<file path="config.mk">
export PLATFORM = sky130hd
export DESIGN_NAME = cache_fill_ctrl
export DESIGN_NICKNAME = d
export VERILOG_FILES = /design/src/rtl/cache_pkg.sv /design/src/rtl/sat_counter.sv /design/src/rtl/cache_fill_ctrl.sv
export SDC_FILE = /design/constraint.sdc
export NUM_CORES = 1
export LEC_CHECK = 0
export CAP_MARGIN = 20
export CORE_AREA = 2 2 137 139
export CTS_CLUSTER_SIZE = 16
export DETAILED_ROUTE_END_ITERATION = 8
export DIE_AREA = 0 0 139 141
export PLACE_DENSITY = 0.78
export SLEW_MARGIN = 20
export SYNTH_ARGS = -nofsm -noshare
export SYNTH_HDL_FRONTEND = slang
export SYNTH_HIERARCHICAL = 1
export SYNTH_SLANG_ARGS = --single-unit
</file>
<file path="constraint.sdc">
create_clock -name clk -period 2.9 [get_ports clk]
set_input_delay 0.435 -clock clk [delete_from_list [all_inputs] [get_ports clk]]
set_output_delay 0.435 -clock clk [all_outputs]
set_load 0.02 [all_outputs]
</file>
<file path="src/rtl/cache_pkg.sv">
// Shared definitions for the read-only cache and its fill controller.
package cache_pkg;

    localparam int SIZE_BLOCK_DEF = 32;
    localparam int BIT_TOTAL_DEF  = 24;

    typedef enum logic [2:0] {
        IDLE,
        LOOKUP,
        CHECK,
        MEM_REQ,
        MEM_WAIT,
        FILL,
        RESP
    } fill_state_t;

endpackage

</file>
<file path="src/rtl/sat_counter.sv">
// Saturating event counter: holds at all-ones instead of wrapping.
module sat_counter #(
    parameter int W = 32
) (
    input  logic         clk,
    input  logic         rst,
    input  logic         inc,
    output logic [W-1:0] count
);

    logic [W-1:0] count_q;
    logic [W-1:0] count_d;

    always_comb begin
        count_d = count_q;
        if (inc && (count_q != {W{1'b1}})) begin
            count_d = count_q + W'(1);
        end
    end

    always_ff @(posedge clk or posedge rst) begin
        if (rst) begin
            count_q <= '0;
        end else begin
            count_q <= count_d;
        end
    end

    assign count = count_q;

endmodule

</file>
<file path="src/rtl/cache_fill_ctrl.sv">
// Miss handler for cache_ro: looks up the cache, fetches misses over Avalon-MM,
// fills the cache and returns the word, with hit/miss statistics.
module cache_fill_ctrl
    import cache_pkg::*;
#(
    parameter int SIZE_BLOCK = SIZE_BLOCK_DEF,
    parameter int BIT_TOTAL  = BIT_TOTAL_DEF,
    parameter int TIMEOUT    = 255
) (
    input  logic                  clk,
    input  logic                  rst,
    input  logic                  req_valid,
    output logic                  req_ready,
    input  logic [BIT_TOTAL-1:0]  req_addr,
    output logic                  rsp_valid,
    input  logic                  rsp_ready,
    output logic [SIZE_BLOCK-1:0] rsp_data,
    output logic                  rsp_err,
    output logic                  c_en,
    output logic                  c_wrt,
    output logic [BIT_TOTAL-1:0]  c_addr,
    output logic [SIZE_BLOCK-1:0] c_wdata,
    input  logic [SIZE_BLOCK-1:0] c_rdata,
    input  logic                  c_success,
    output logic                  m_read,
    output logic [BIT_TOTAL-1:0]  m_addr,
    input  logic                  m_waitrequest,
    input  logic [SIZE_BLOCK-1:0] m_readdata,
    input  logic                  m_readdatavalid,
    output logic [31:0]           hit_count,
    output logic [31:0]           miss_count
);

    localparam int TW = (TIMEOUT > 1) ? $clog2(TIMEOUT) : 1;
    localparam logic [TW-1:0] TMO_LAST = TW'(TIMEOUT - 1);

    fill_state_t           state_q, state_d;
    logic [BIT_TOTAL-1:0]  addr_q, addr_d;
    logic [SIZE_BLOCK-1:0] data_q, data_d;
    logic                  err_q, err_d;
    logic [TW-1:0]         tmo_q, tmo_d;
    logic                  req_ready_q, req_ready_d;
    logic                  rsp_valid_q, rsp_valid_d;
    logic                  c_en_q, c_en_d;
    logic                  c_wrt_q, c_wrt_d;
    logic                  m_read_q, m_read_d;
    logic                  hit_inc, miss_inc;

    // Outputs are computed for the state being entered so they are all flops.
    always_comb begin
        state_d     = state_q;
        addr_d      = addr_q;
        data_d      = data_q;
        err_d       = err_q;
        tmo_d       = tmo_q;
        req_ready_d = 1'b0;
        rsp_valid_d = 1'b0;
        c_en_d      = 1'b0;
        c_wrt_d     = 1'b0;
        m_read_d    = 1'b0;
        hit_inc     = 1'b0;
        miss_inc    = 1'b0;
        case (state_q)
            IDLE: begin
                req_ready_d = 1'b1;
                if (req_valid) begin
                    addr_d      = req_addr;
                    err_d       = 1'b0;
                    req_ready_d = 1'b0;
                    c_en_d      = 1'b1;
                    state_d     = LOOKUP;
                end
            end
            LOOKUP: state_d = CHECK;
            CHECK: begin
                if (c_success) begin
                    data_d      = c_rdata;
                    hit_inc     = 1'b1;
                    rsp_valid_d = 1'b1;
                    state_d     = RESP;
                end else begin
                    miss_inc = 1'b1;
                    tmo_d    = '0;
                    m_read_d = 1'b1;
                    state_d  = MEM_REQ;
                end
            end
            MEM_REQ, MEM_WAIT: begin
                // Data arriving in the last budgeted cycle still wins over the timeout.
                if (state_q == MEM_WAIT && m_readdatavalid) begin
                    data_d  = m_readdata;
                    c_en_d  = 1'b1;
                    c_wrt_d = 1'b1;
                    state_d = FILL;
                end else if (tmo_q == TMO_LAST) begin
                    data_d      = '0;
                    err_d       = 1'b1;
                    rsp_valid_d = 1'b1;
                    state_d     = RESP;
                end else begin
                    tmo_d = tmo_q + TW'(1);
                    if (state_q == MEM_REQ) begin
                        if (m_waitrequest) begin
                            m_read_d = 1'b1;
                        end else begin
                            state_d = MEM_WAIT;
                        end
                    end
                end
            end
            FILL: begin
                rsp_valid_d = 1'b1;
                state_d     = RESP;
            end
            RESP: begin
                if (rsp_ready) begin
                    req_ready_d = 1'b1;
                    state_d     = IDLE;
                end else begin
                    rsp_valid_d = 1'b1;
                end
            end
            default: begin
                req_ready_d = 1'b1;
                state_d     = IDLE;
            end
        endcase
    end

    always_ff @(posedge clk or posedge rst) begin
        if (rst) begin
            state_q     <= IDLE;
            addr_q      <= '0;
            data_q      <= '0;
            err_q       <= 1'b0;
            tmo_q       <= '0;
            req_ready_q <= 1'b1;
            rsp_valid_q <= 1'b0;
            c_en_q      <= 1'b0;
            c_wrt_q     <= 1'b0;
            m_read_q    <= 1'b0;
        end else begin
            state_q     <= state_d;
            addr_q      <= addr_d;
            data_q      <= data_d;
            err_q       <= err_d;
            tmo_q       <= tmo_d;
            req_ready_q <= req_ready_d;
            rsp_valid_q <= rsp_valid_d;
            c_en_q      <= c_en_d;
            c_wrt_q     <= c_wrt_d;
            m_read_q    <= m_read_d;
        end
    end

    sat_counter #(.W(32)) u_hit_cnt (
        .clk   (clk),
        .rst   (rst),
        .inc   (hit_inc),
        .count (hit_count)
    );

    sat_counter #(.W(32)) u_miss_cnt (
        .clk   (clk),
        .rst   (rst),
        .inc   (miss_inc),
        .count (miss_count)
    );

    assign req_ready = req_ready_q;
    assign rsp_valid = rsp_valid_q;
    assign rsp_data  = data_q;
    assign rsp_err   = err_q;
    assign c_en      = c_en_q;
    assign c_wrt     = c_wrt_q;
    assign c_addr    = addr_q;
    assign c_wdata   = data_q;
    assign m_read    = m_read_q;
    assign m_addr    = addr_q;

endmodule
</file>
After elaboration in Yosys (flattened, before gate mapping)
Cells that the tools add are included.
- equality and inequality tests: 19
- mux-type cells: 40
- $add $sub $neg: 3
- reduce and logical (&&, ||, !) cells: 13
- operators by type and width (operator ; number):
    $mux W32 ; 3
    $add A32 B1 Y32 const B ; 2
    $ne A32 B32 Y1 const B ; 2
    $pmux W32 S2 ; 1
    $mux W8 ; 3
    $mux W3 ; 7
    $mux W1 ; 19
    $pmux W3 S6 ; 1
    $pmux W8 S2 ; 1
    $ne A2 B2 Y1 const B ; 7
    $reduce_and A4 Y1 ; 3
    $eq A3 B3 Y1 const B ; 3
    $add A8 B1 Y8 const B ; 1
    $eq A8 B8 Y1 const B ; 1
    $ne A4 B4 Y1 const B ; 2
    $eq A3 B2 Y1 const B ; 2
    $pmux W1 S2 ; 3
    $reduce_or A5 Y1 ; 1
    $pmux W1 S4 ; 1
    $reduce_bool A2 Y1 ; 2
    $eq A3 B1 Y1 const B ; 1
    $logic_and A1 B1 Y1 ; 3
    $logic_not A3 Y1 ; 1
    $ne A3 B3 Y1 const B ; 1
    4 further kinds ; 4
- input port bits: 95
- output and inout bits: 182
- word-level logic and storage cells: 87
- register bits after elaboration: 137

Logic depth before layout (Yosys ltp)
Gate-level depths: netlist of run 1.
- depth after elaboration: 5
- gate-level depth with buffers: 10
- mapped depth without buffers: 8

Modules after synthesis
The synthesis of run 1 kept the hierarchy.
- by module, submodules not included (module ; seq. area each (µm²) ; cells an instance ; times used ; area an instance (µm²)):
    cache_fill_ctrl ; 1828.0 ; 319 ; 1 ; 3943.8
    sat_counter (u_miss_cnt) ; 800.8 ; 151 ; 1 ; 1647.8
    sat_counter (u_hit_cnt) ; 800.8 ; 139 ; 1 ; 1561.5

Worst setup path after synthesis of run 1
No wires, ideal clock.
- kind: register to register
- start: register state_q[2]
- end: register u_hit_cnt.count_q[21] (netlist: u_hit_cnt/count[21])
- library setup time: 0.130 ns
- data required time: 2.770 ns
- path buffers: 2
- cell stages (with the launch flop): 10
- data arrival time: 2.424 ns
- clock period less this slack: 2.554 ns
- slack: 0.346 ns
- cells stage by stage: dfrtp_1 -> clkbuf_1 -> nand2b_1 -> nor3b_1 -> clkbuf_2 -> nand3_1 -> or4_4 -> a311oi_4 -> nand4_1 -> xnor2_1
- word-level cells in the longest chain between the ends: 3
- RTL lines (what ; line ; RTL):
    from (decl) ; cache_fill_ctrl.sv:37 ; fill_state_t state_q, state_d;
    from (signal assigned) ; cache_fill_ctrl.sv:143 ; state_q <= state_d;
    $eq A3 B2 Y1 ; cache_fill_ctrl.sv:63 ; case (state_q)
    $mux W1 ; cache_fill_ctrl.sv:63 ;
    net hit_inc ; cache_fill_ctrl.sv:47 ; logic hit_inc, miss_inc;
    $logic_and A1 B1 Y1 ; sat_counter.sv:16 ; if (inc && (count_q != {W{1'b1}})) begin
    to (signal assigned) ; sat_counter.sv:25 ; count_q <= count_d;
    to (decl) ; sat_counter.sv:11 ; logic [W-1:0] count_q;
The timed path passes the listed nets, and every way through them passes these cells.
A chain may end at the register's enable or synchronous reset.

Worst setup path after layout of run 1
- start: register state_q[2]
- end: register u_hit_cnt.count_q[31] (netlist: u_hit_cnt/count[31])
Same word-level chain as after synthesis.

==> out/metrics.cfg, run 1 <==
[synth]
yosysSeqAreaShare=0.479
syn_area_sq_um=7150
yosysWarnings=6
ys.flop_type=dfrtp_1
synth_top_area_frac=0.476
yosysTopAreaCell=dfrtp_1
synth.area.top_cells=dfrtp_1 48%, buf_4 6.3%, mux2_4 6.1%
synth_seq_cells=137
synth-edff-count=0
ys_async_sr_fraction=1.00
synth.distinct_cells=67
syn_inst=609
avgSynthCellArea_sq_um=11.7
syn_nets=708

[floorplan]
rows=50
start_util=0.392
pin_count=277
fp.dieH_um=141
coreArea_sq_um=18300
die_w_um=139
dieArea_sq_um=19600

[critical_path]
max_stage_delay_ns=0.55
endpoint_kind=flip-flop
worstPathMaxFanout=10
crit_family=simple AND/OR/NAND/NOR gates
slowest_stage=a311oi_4
worstPathArrival_ns=2.80
critPathKind=reg2reg
path_buf_inv=0
crit_chain=nand2b_1, nor3b_1, nand3_1, or4_4, a311oi_4, nand4_1, xnor2_1
start_kind=flip-flop
crit_required_ns=3.20

[finish]
drive_gt1_frac=0.153
area_growth_pct=44.3
n_fill_cell=1544
layout.nets=936

[clock_network]
htreeDepth=4
clockRootBuffer=clkbuf_16
clk_pin_slew_ns=0.07
ctsLongestPathBuffers=2
ctsResizeCount=0
postCtsSetupBuffers=0
cts-hold-fix-buffers=0
tritoncts=yes
clkLatencyLatePin_ns=0.41
clkSinkCount=137
cts_buffers=17

[global_route]
antenna_found_initial=3
grt-ovfl-total=0
grt_first_pass_wirelength_um=30600
track_usage=0.197
grt_max_degree=74
first_global_vias=5487

[sta]
fin_setup_tns_ns=0
drv_slew=0
worst_slack_ns=0.401
setup_violations=0
worst_pin_slew_ns=0.967
period_minus_slack_ns=2.50
clock-skew-final_ns=0.00899
max_freq_ghz=0.400
hold_viol=0
max_slew_margin=0.355
fin_crit_sh=0.862
rsz0062_at_grt=false

[min_path]
hp-class=in2async

[drt]
drcViolationCount=0
wirelength_um=19700
routedWlPerCell_um=18.2
num_vias=5602
ant_nets=0
first_iter_violations=165
drt_pass1_iterations=5
viasPerCell=5.16

[placed_design]
dp_slack_ns=0.00299
place.gp.congestion=0.828
portBuffers=276
hpwl_um=14700

[status]
status=complete, no violations

[power_and_ir_drop]
power_density_nw_per_um2=967
max-vdd-ir-drop_mv=0.915
p_leak_nw=4.38

[flow_run]
drv_cap=0

## logic make-up after synthesis
group | Yosys count | synth area share
AO/OA/AOI/OAI | 81 | 0.0918
XOR/XNOR | 54 | 0.0661
adder cells (fa/ha/maj) | 4 | 0.00700
buffers and inverters | 96 | 0.0925
flip-flops | 137 | 0.479
multiplexers | 62 | 0.112
AND/OR/NAND/NOR | 175 | 0.151
## power breakdown
part / total [mW] / switching (mW) / leakage [nW] / internal [mW]
clock: 2.07 / 0.879 / 0.267 / 1.19
combinational: 4.98 / 2.39 / 2.34 / 2.59
sequential: 2.94 / 0.492 / 1.78 / 2.45
## cells in the final DEF (no fill, tap or decap), types with 4 or more instances in the layout
| master | instances |
|---|---|
| nand2_1 | 24 |
| a21oi_1 | 11 |
| nand4_1 | 22 |
| ha_1 | 4 |
| mux2i_1 | 4 |
| nor2_1 | 24 |
| nor3_1 | 4 |
| o211ai_1 | 4 |
| xor2_1 | 7 |
| and4_1 | 8 |
| inv_1 | 11 |
| a31oi_1 | 6 |
| xnor2_1 | 47 |
| a22o_1 | 32 |
| clkbuf_16 | 17 |
| buf_4 | 15 |
| mux2_2 | 25 |
| clkdlybuf4s50_1 | 276 |
| and3_1 | 27 |
| nand3_2 | 4 |
| clkinvlp_4 | 4 |
| o31ai_1 | 4 |
| nand3_1 | 32 |
| mux2_1 | 4 |
| dfrtp_1 | 136 |
| inv_6 | 6 |
| mux2_4 | 29 |
## final cells by class
cell class              count  area, sq um  share of cell area
clock inverters            15          140              0.0136
flip-flops and latches    137         3430               0.332
diodes                      2         5.00            0.000485
repair buffers            293         2920               0.282
inverters                  12         46.3             0.00448
clock buffers              17          425              0.0412
well taps                 234          293              0.0284
multi-input cells         376         3070               0.297
## final timing paths
kind                                     startpoint             endpoint  cells past startpoint  slack, ns
worst min register to register  u_hit_cnt/count[10]  u_hit_cnt/count[10]                      1       0.50
max in group asynchronous                       rst  u_hit_cnt/count[13]                      3       1.81
worst max register to register           state_q[2]  u_hit_cnt/count[31]                      7       0.40
worst max-delay path                     state_q[2]  u_hit_cnt/count[31]                      7       0.40
worst min-delay path                            rst  u_hit_cnt/count[11]                      2       0.45
min in group clk                u_hit_cnt/count[10]  u_hit_cnt/count[10]                      1       0.50
## cells in the mapped netlist, types with 3 or more instances
cell type / number
buf_12: 3
mux2_2: 25
and4_1: 8
and3_1: 27
nand2_1: 24
a21oi_1: 11
mux2i_1: 4
nand3_1: 32
mux2_4: 29
xor2_1: 7
nor3_1: 4
buf_4: 60
inv_1: 12
clkbuf_1: 13
o22ai_1: 3
a22o_1: 32
o31ai_1: 4
nand2b_1: 3
a41oi_1: 3
nand3_2: 4
mux2_1: 4
buf_6: 3
nand4_1: 22
o21ai_0: 3
xnor2_1: 47
nand4_2: 3
ha_1: 4
o211ai_1: 4
nor2_1: 24
dfrtp_1: 136
a31oi_1: 6
## state kept, by name, indices dropped and copies added (netlist names), 3 cells and up
register	cells
u_hit_cnt/count	32
state_q	3
c_wdata	32
tmo_q	8
u_miss_cnt/count	32
c_addr	24
## stage by stage
step           total power [mW]  std cells  instance area (sq um)  hold slack (ns)   util
2_1_floorplan              6.16        609                   7150            0.471      -
3_3_place_gp               7.91       1052                   9750            0.477  0.534
3_5_place_dp               7.97       1052                   9750            0.489  0.534
4_1_cts                    10.1       1084                  10300            0.460  0.565
5_1_grt                    10.5       1085                  10300            0.497  0.565
6_report                   9.99       1086                  10300            0.450  0.565
## layer usage
metal  track usage  up-vias  share of wire
met5             0        -        0.00051
met4        0.0691        2          0.020
met3        0.0577       23          0.063
met2         0.335      187           0.50
met1         0.239     2787           0.41
li1              -     2603              -
Power figures use the tool's default switching activity.
==> run 2: changes to the inputs <==
- ABC_CLOCK_PERIOD_IN_PS: default -> 2900
- CORE_AREA: 2 2 137 139 -> 2 2 130 132
- DIE_AREA: 0 0 139 141 -> 0 0 132 134
- HOLD_SLACK_MARGIN: default -> 0.08
- PLACE_DENSITY: 0.78 -> 0.85
==> run 2 against run 1 <==
Net effect: wire length increased by 5.9%; die area down 9.8%; global-route usage grew 4.0 points; combinational power is essentially flat; via count up 2.5%; core utilization is 7.4 points higher; first-iteration DRC count up 92%; clock-buffer cell count increased by 3; highest routed layer is now met4.
==> out/metrics.cfg, run 2 (synthesized netlist as in run 1, its figures left out) <==
[floorplan]
pin_count=277  ; unchanged
coreArea_sq_um=16300  ; -11%
start_util=0.439  ; +0.0476
rows=47  ; -6.0%
die_w_um=132  ; -5.0%
dieArea_sq_um=17700  ; -9.8%
fp.dieH_um=134  ; -5.0%

[clock_network]
tritoncts=yes
clk_pin_slew_ns=0.06  ; about the same
clkSinkCount=137  ; unchanged
cts_buffers=17  ; unchanged
ctsResizeCount=0  ; unchanged
htreeDepth=4  ; unchanged
ctsLongestPathBuffers=2  ; unchanged
postCtsSetupBuffers=0  ; unchanged
cts-hold-fix-buffers=0  ; unchanged
clkLatencyLatePin_ns=0.42  ; about the same
clockRootBuffer=clkbuf_16

[critical_path]
path_buf_inv=2  ; +2
cp-startpoint=state_q[1]
crit_chain=nand2b_1, nor3b_1, buf_4, nand3_1, or4_4, a311oi_4, buf_4, nand4_1, xnor2_1
worstPathMaxFanout=10  ; unchanged
max_stage_delay_ns=0.49  ; -0.06 ns
crit_required_ns=3.20  ; about the same
reg2reg_to=u_hit_cnt/count[23]
start_kind=flip-flop
critPathKind=reg2reg
rr_worst_depth=9  ; +2
cp_common_cell=buf_4
endpoint_kind=flip-flop
reg2reg_slack_ns=0.44  ; +0.04 ns
slowest_stage=dfrtp_1
crit_family=simple AND/OR/NAND/NOR gates
worstPathArrival_ns=2.76  ; -0.04 ns
timing.rr.start=state_q[1]

[drt]
num_vias=5742  ; +2.5%
first_iter_violations=316  ; +92%
ant_nets=0  ; unchanged
viasPerCell=5.37  ; +4.0%
wl_met2_um=10500  ; +6.4%
drcViolationCount=0  ; unchanged
wirelength_um=20900  ; +5.9%
drt_pass1_iterations=4  ; -1
top_layer=met4
routedWlPerCell_um=19.5  ; +7.5%
dr_wl_met3_um=1510  ; +21%
m1WireLength_um=8260  ; +1.4%

[power_and_ir_drop]
p_leak_nw=4.44  ; +1.4%
power_density_nw_per_um2=1010  ; +4.3%
max-vdd-ir-drop_mv=0.647  ; -29%
power_mw=10.5  ; +5.2%

[sta]
worst_pin_slew_ns=0.950  ; -0.0170 ns
period_minus_slack_ns=2.46  ; -0.0393 ns
drv_slew=0  ; unchanged
fin_crit_sh=0.848  ; -0.0135
max_freq_ghz=0.407  ; +1.6%
rsz0062_at_grt=false
fin_setup_tns_ns=0  ; unchanged
holdWs_ns=0.432  ; -0.0180 ns
clock-skew-final_ns=0.00844  ; -0.000547 ns
max_slew_margin=0.367  ; +0.0113
hold_viol=0  ; unchanged
setup_violations=0  ; unchanged

[global_route]
track_usage=0.236  ; +0.0397
first_global_vias=5789  ; +5.5%
grt_first_pass_wirelength_um=32500  ; +6.1%
grt-ovfl-total=0  ; unchanged
antenna_found_initial=0  ; -3
grt_max_degree=44  ; -41%

[placed_design]
placed_cell_area_sq_um=9720  ; -0.31%
hpwl_um=15600  ; +6.6%
place.gp.congestion=0.855  ; +3.3%
portBuffers=276  ; unchanged

[min_path]
hp-class=in2async

[status]
status=complete, no violations

[flow_run]
drv_cap=0  ; unchanged

[finish]
drive_gt1_frac=0.151  ; -0.00235
final_common_cell=clkdlybuf4s50_1
n_antenna_cell=0  ; -2
design_area_sq_um=10400  ; +0.88%
final_cell_mix=276 x clkdlybuf4s50_1, 136 x dfrtp_1, 47 x xnor2_1
area_growth_pct=45.6
layout.nets=936  ; unchanged
n_fill_cell=1280  ; -17%

run 2: cell count changes in the layout (fill, tap and decap cells not counted), sizes merged:
cell	delta
diode	-2
clkbuf	+3
inv	-6
clkinvlp	-3
bufinv	+6
run 2: worst max-delay path by stage:
stage	endpoint	slack [ns]	cells past startpoint
after global placement	u_hit_cnt/count[21]	0.12	9
after global routing	u_hit_cnt/count[23]	0.34	9
after CTS	u_hit_cnt/count[23]	0.46	9
after floorplan	u_hit_cnt/count[21]	0.35	9
final	u_hit_cnt/count[23]	0.44	9
after detailed placement	u_hit_cnt/count[23]	0.06	9
run 2: where the power goes:
part | switching [mW] | leakage [nW] | internal, mW | total (mW)
Combinational | 2.42 | 2.33 | 2.58 | 5.00
Sequential | 0.528 | 1.78 | 2.45 | 2.98
Clock | 0.810 | 0.334 | 1.72 | 2.53
Total | 3.76 | 4.44 | 6.75 | 10.5
run 2: layout make-up:
| class | instances | area, sq um | share of cell area |
|---|---|---|---|
| inverters | 12 | 46.3 | 0.00444 |
| clock inverters | 12 | 245 | 0.0235 |
| multi-input cells | 376 | 3070 | 0.295 |
| clock buffers | 20 | 447 | 0.0429 |
| flip-flops and latches | 137 | 3430 | 0.329 |
| well taps | 220 | 275 | 0.0264 |
| repair buffers | 293 | 2900 | 0.279 |
run 2: stage by stage:
step	cells	setup WS (ns)	utilization
after global placement	1038	0.116	0.597
after global routing	1070	0.336	0.639
after CTS	1070	0.459	0.639
after detailed placement	1038	0.0636	0.597
after floorplan	609	0.346	-
final	1070	0.441	0.639
run 2: metal layers:
metal  GRT usage  vias to the layer above
met5           0                        -
met4      0.0936                        0
met3      0.0658                       33
met2       0.406                      241
met1       0.282                     2862
li1            -                     2606
==> run 3: changes to the inputs <==
- ABC_CLOCK_PERIOD_IN_PS: 2900 -> 2570
- clock period: 2.9 -> 2.57 ns (I/O delays scaled with it)
==> run 3 against run 2 <==
Net effect: critical path depth unchanged; die area stayed put; global-route usage is 0.49 points lower; clock power down 4%; critical path type unchanged; highest routed layer unchanged.
==> out/metrics.cfg, run 3 (synthesized netlist as in run 1, its figures left out) <==
[critical_path]
start_kind=flip-flop
slowest_stage=or4_4
endpoint_kind=flip-flop
max_stage_delay_ns=0.44  ; -0.05 ns
crit_family=simple AND/OR/NAND/NOR gates
worstPathMaxFanout=10  ; unchanged
cp_common_cell=buf_4
critPathKind=reg2reg
crit_required_ns=2.86  ; -0.34 ns
path_buf_inv=2  ; unchanged
crit_chain=nand2b_1, nor3b_1, buf_4, nand3_1, or4_4, a311oi_4, buf_4, nand4_1, xnor2_1
reg2reg_slack_ns=0.20  ; -0.24 ns
worstPathArrival_ns=2.66  ; -0.10 ns

[floorplan]
start_util=0.439  ; unchanged
die_w_um=132  ; unchanged
dieArea_sq_um=17700  ; unchanged
coreArea_sq_um=16300  ; unchanged
fp.dieH_um=134  ; unchanged
pin_count=277  ; unchanged
rows=47  ; unchanged

[sta]
max_freq_ghz=0.421  ; +3.6%
setup_violations=0  ; unchanged
max_slew_margin=0.673  ; +0.306
period_minus_slack_ns=2.37  ; -0.0864 ns
clock-skew-final_ns=0.00954  ; +0.00110 ns
drv_slew=0  ; unchanged
worst_slack_ns=0.197  ; -0.244 ns
fin_crit_sh=0.923  ; +0.0753
hold_viol=0  ; unchanged
rsz0062_at_grt=false
holdWs_ns=0.353  ; -0.0793 ns
worst_pin_slew_ns=0.490  ; -0.460 ns

[finish]
n_fill_cell=1258  ; -1.7%
final_util=0.642  ; +0.00238
drive_gt1_frac=0.165  ; +0.0140
fin_cells=1083  ; +1.2%
layout.nets=951  ; +1.6%
final_common_cell=clkdlybuf4s50_1
n_antenna_cell=0  ; unchanged
final_cell_mix=276 x clkdlybuf4s50_1, 136 x dfrtp_1, 47 x xnor2_1
area_growth_pct=46.2
design_area_sq_um=10500  ; +0.37%

[drt]
drcViolationCount=0  ; unchanged
ant_nets=0  ; unchanged
first_iter_violations=271  ; -14%
routedWlPerCell_um=19.0  ; -2.7%
num_vias=5712  ; -0.52%
wirelength_um=20600  ; -1.5%
drt_pass1_iterations=5  ; +1
viasPerCell=5.27  ; -1.7%

[placed_design]
placed_cell_area_sq_um=9860  ; +1.4%
place.gp.congestion=0.823  ; -3.8%
portBuffers=276  ; unchanged
dp_cells=1053  ; +1.4%
hpwl_um=15600  ; about the same
dp_slack_ns=-0.130  ; -0.194 ns

[global_route]
grt-ovfl-total=0  ; unchanged
first_global_vias=5759  ; -0.52%
grt_first_pass_wirelength_um=32000  ; -1.5%
track_usage=0.231  ; -0.00494
antenna_found_initial=0  ; unchanged
grt_max_degree=49  ; +11%

[clock_network]
clkLatencyLatePin_ns=0.41  ; about the same
cts_buffers=17  ; unchanged
clk_pin_slew_ns=0.06  ; about the same
htreeDepth=4  ; unchanged
ctsResizeCount=0  ; unchanged
tritoncts=yes
clkSinkCount=137  ; unchanged
cts-hold-fix-buffers=0  ; unchanged
postCtsSetupBuffers=0  ; unchanged
clockRootBuffer=clkbuf_16
ctsLongestPathBuffers=2  ; unchanged

[flow_run]
drv_cap=0  ; unchanged

[power_and_ir_drop]
p_leak_nw=4.48  ; +0.73%
power_density_nw_per_um2=1100  ; +8.8%
max-vdd-ir-drop_mv=0.716  ; +11%

[status]
status=complete, no violations

[min_path]
hp-class=in2async

[run 3: report_power, final]
group | total [mW] | internal, mW | switching (mW)
Combinational | 5.71 | 2.96 | 2.76
Clock | 2.44 | 1.54 | 0.902
Sequential | 3.32 | 2.76 | 0.554
Total | 11.5 | 7.26 | 4.21
[run 3: final timing paths]
path | start | to | cells after the start
min in group clk | u_hit_cnt/count[10] | u_hit_cnt/count[10] | 1
setup / recovery | state_q[2] | u_hit_cnt/count[21] | 9
hold / removal | rst | rsp_valid | 2
setup reg to reg | state_q[2] | u_hit_cnt/count[21] | 9
max in group asynchronous | rst | u_miss_cnt/count[18] | 3
hold reg to reg | u_hit_cnt/count[10] | u_hit_cnt/count[10] | 1
[run 3: metal layers]
layer	share of wire	global-route usage	vias up	wire (um)
met5	0	0	-	0
met4	0.030	0.0948	0	608
met3	0.072	0.0676	40	1480
met2	0.50	0.391	231	10200
met1	0.40	0.279	2803	8260
li1	-	-	2638	-
[run 3: final cells by class]
| type | instances | area (sq um) | share of cell area |
|---|---|---|---|
| inverters | 12 | 46.3 | 0.00443 |
| clock inverters | 11 | 150 | 0.0144 |
| clock buffers | 19 | 443 | 0.0424 |
| multi-input cells | 376 | 3070 | 0.294 |
| flip-flops and latches | 137 | 3430 | 0.328 |
| repair buffers | 308 | 3040 | 0.291 |
| well taps | 220 | 275 | 0.0263 |
[run 3: stage by stage]
stage | total power [mW] | TNS (ns)
after global placement | 8.94 | -0.0698
after CTS | 11.6 | 0
after floorplan | 6.95 | 0
after global routing | 12.0 | 0
final | 11.5 | 0
after detailed placement | 9.08 | -0.815
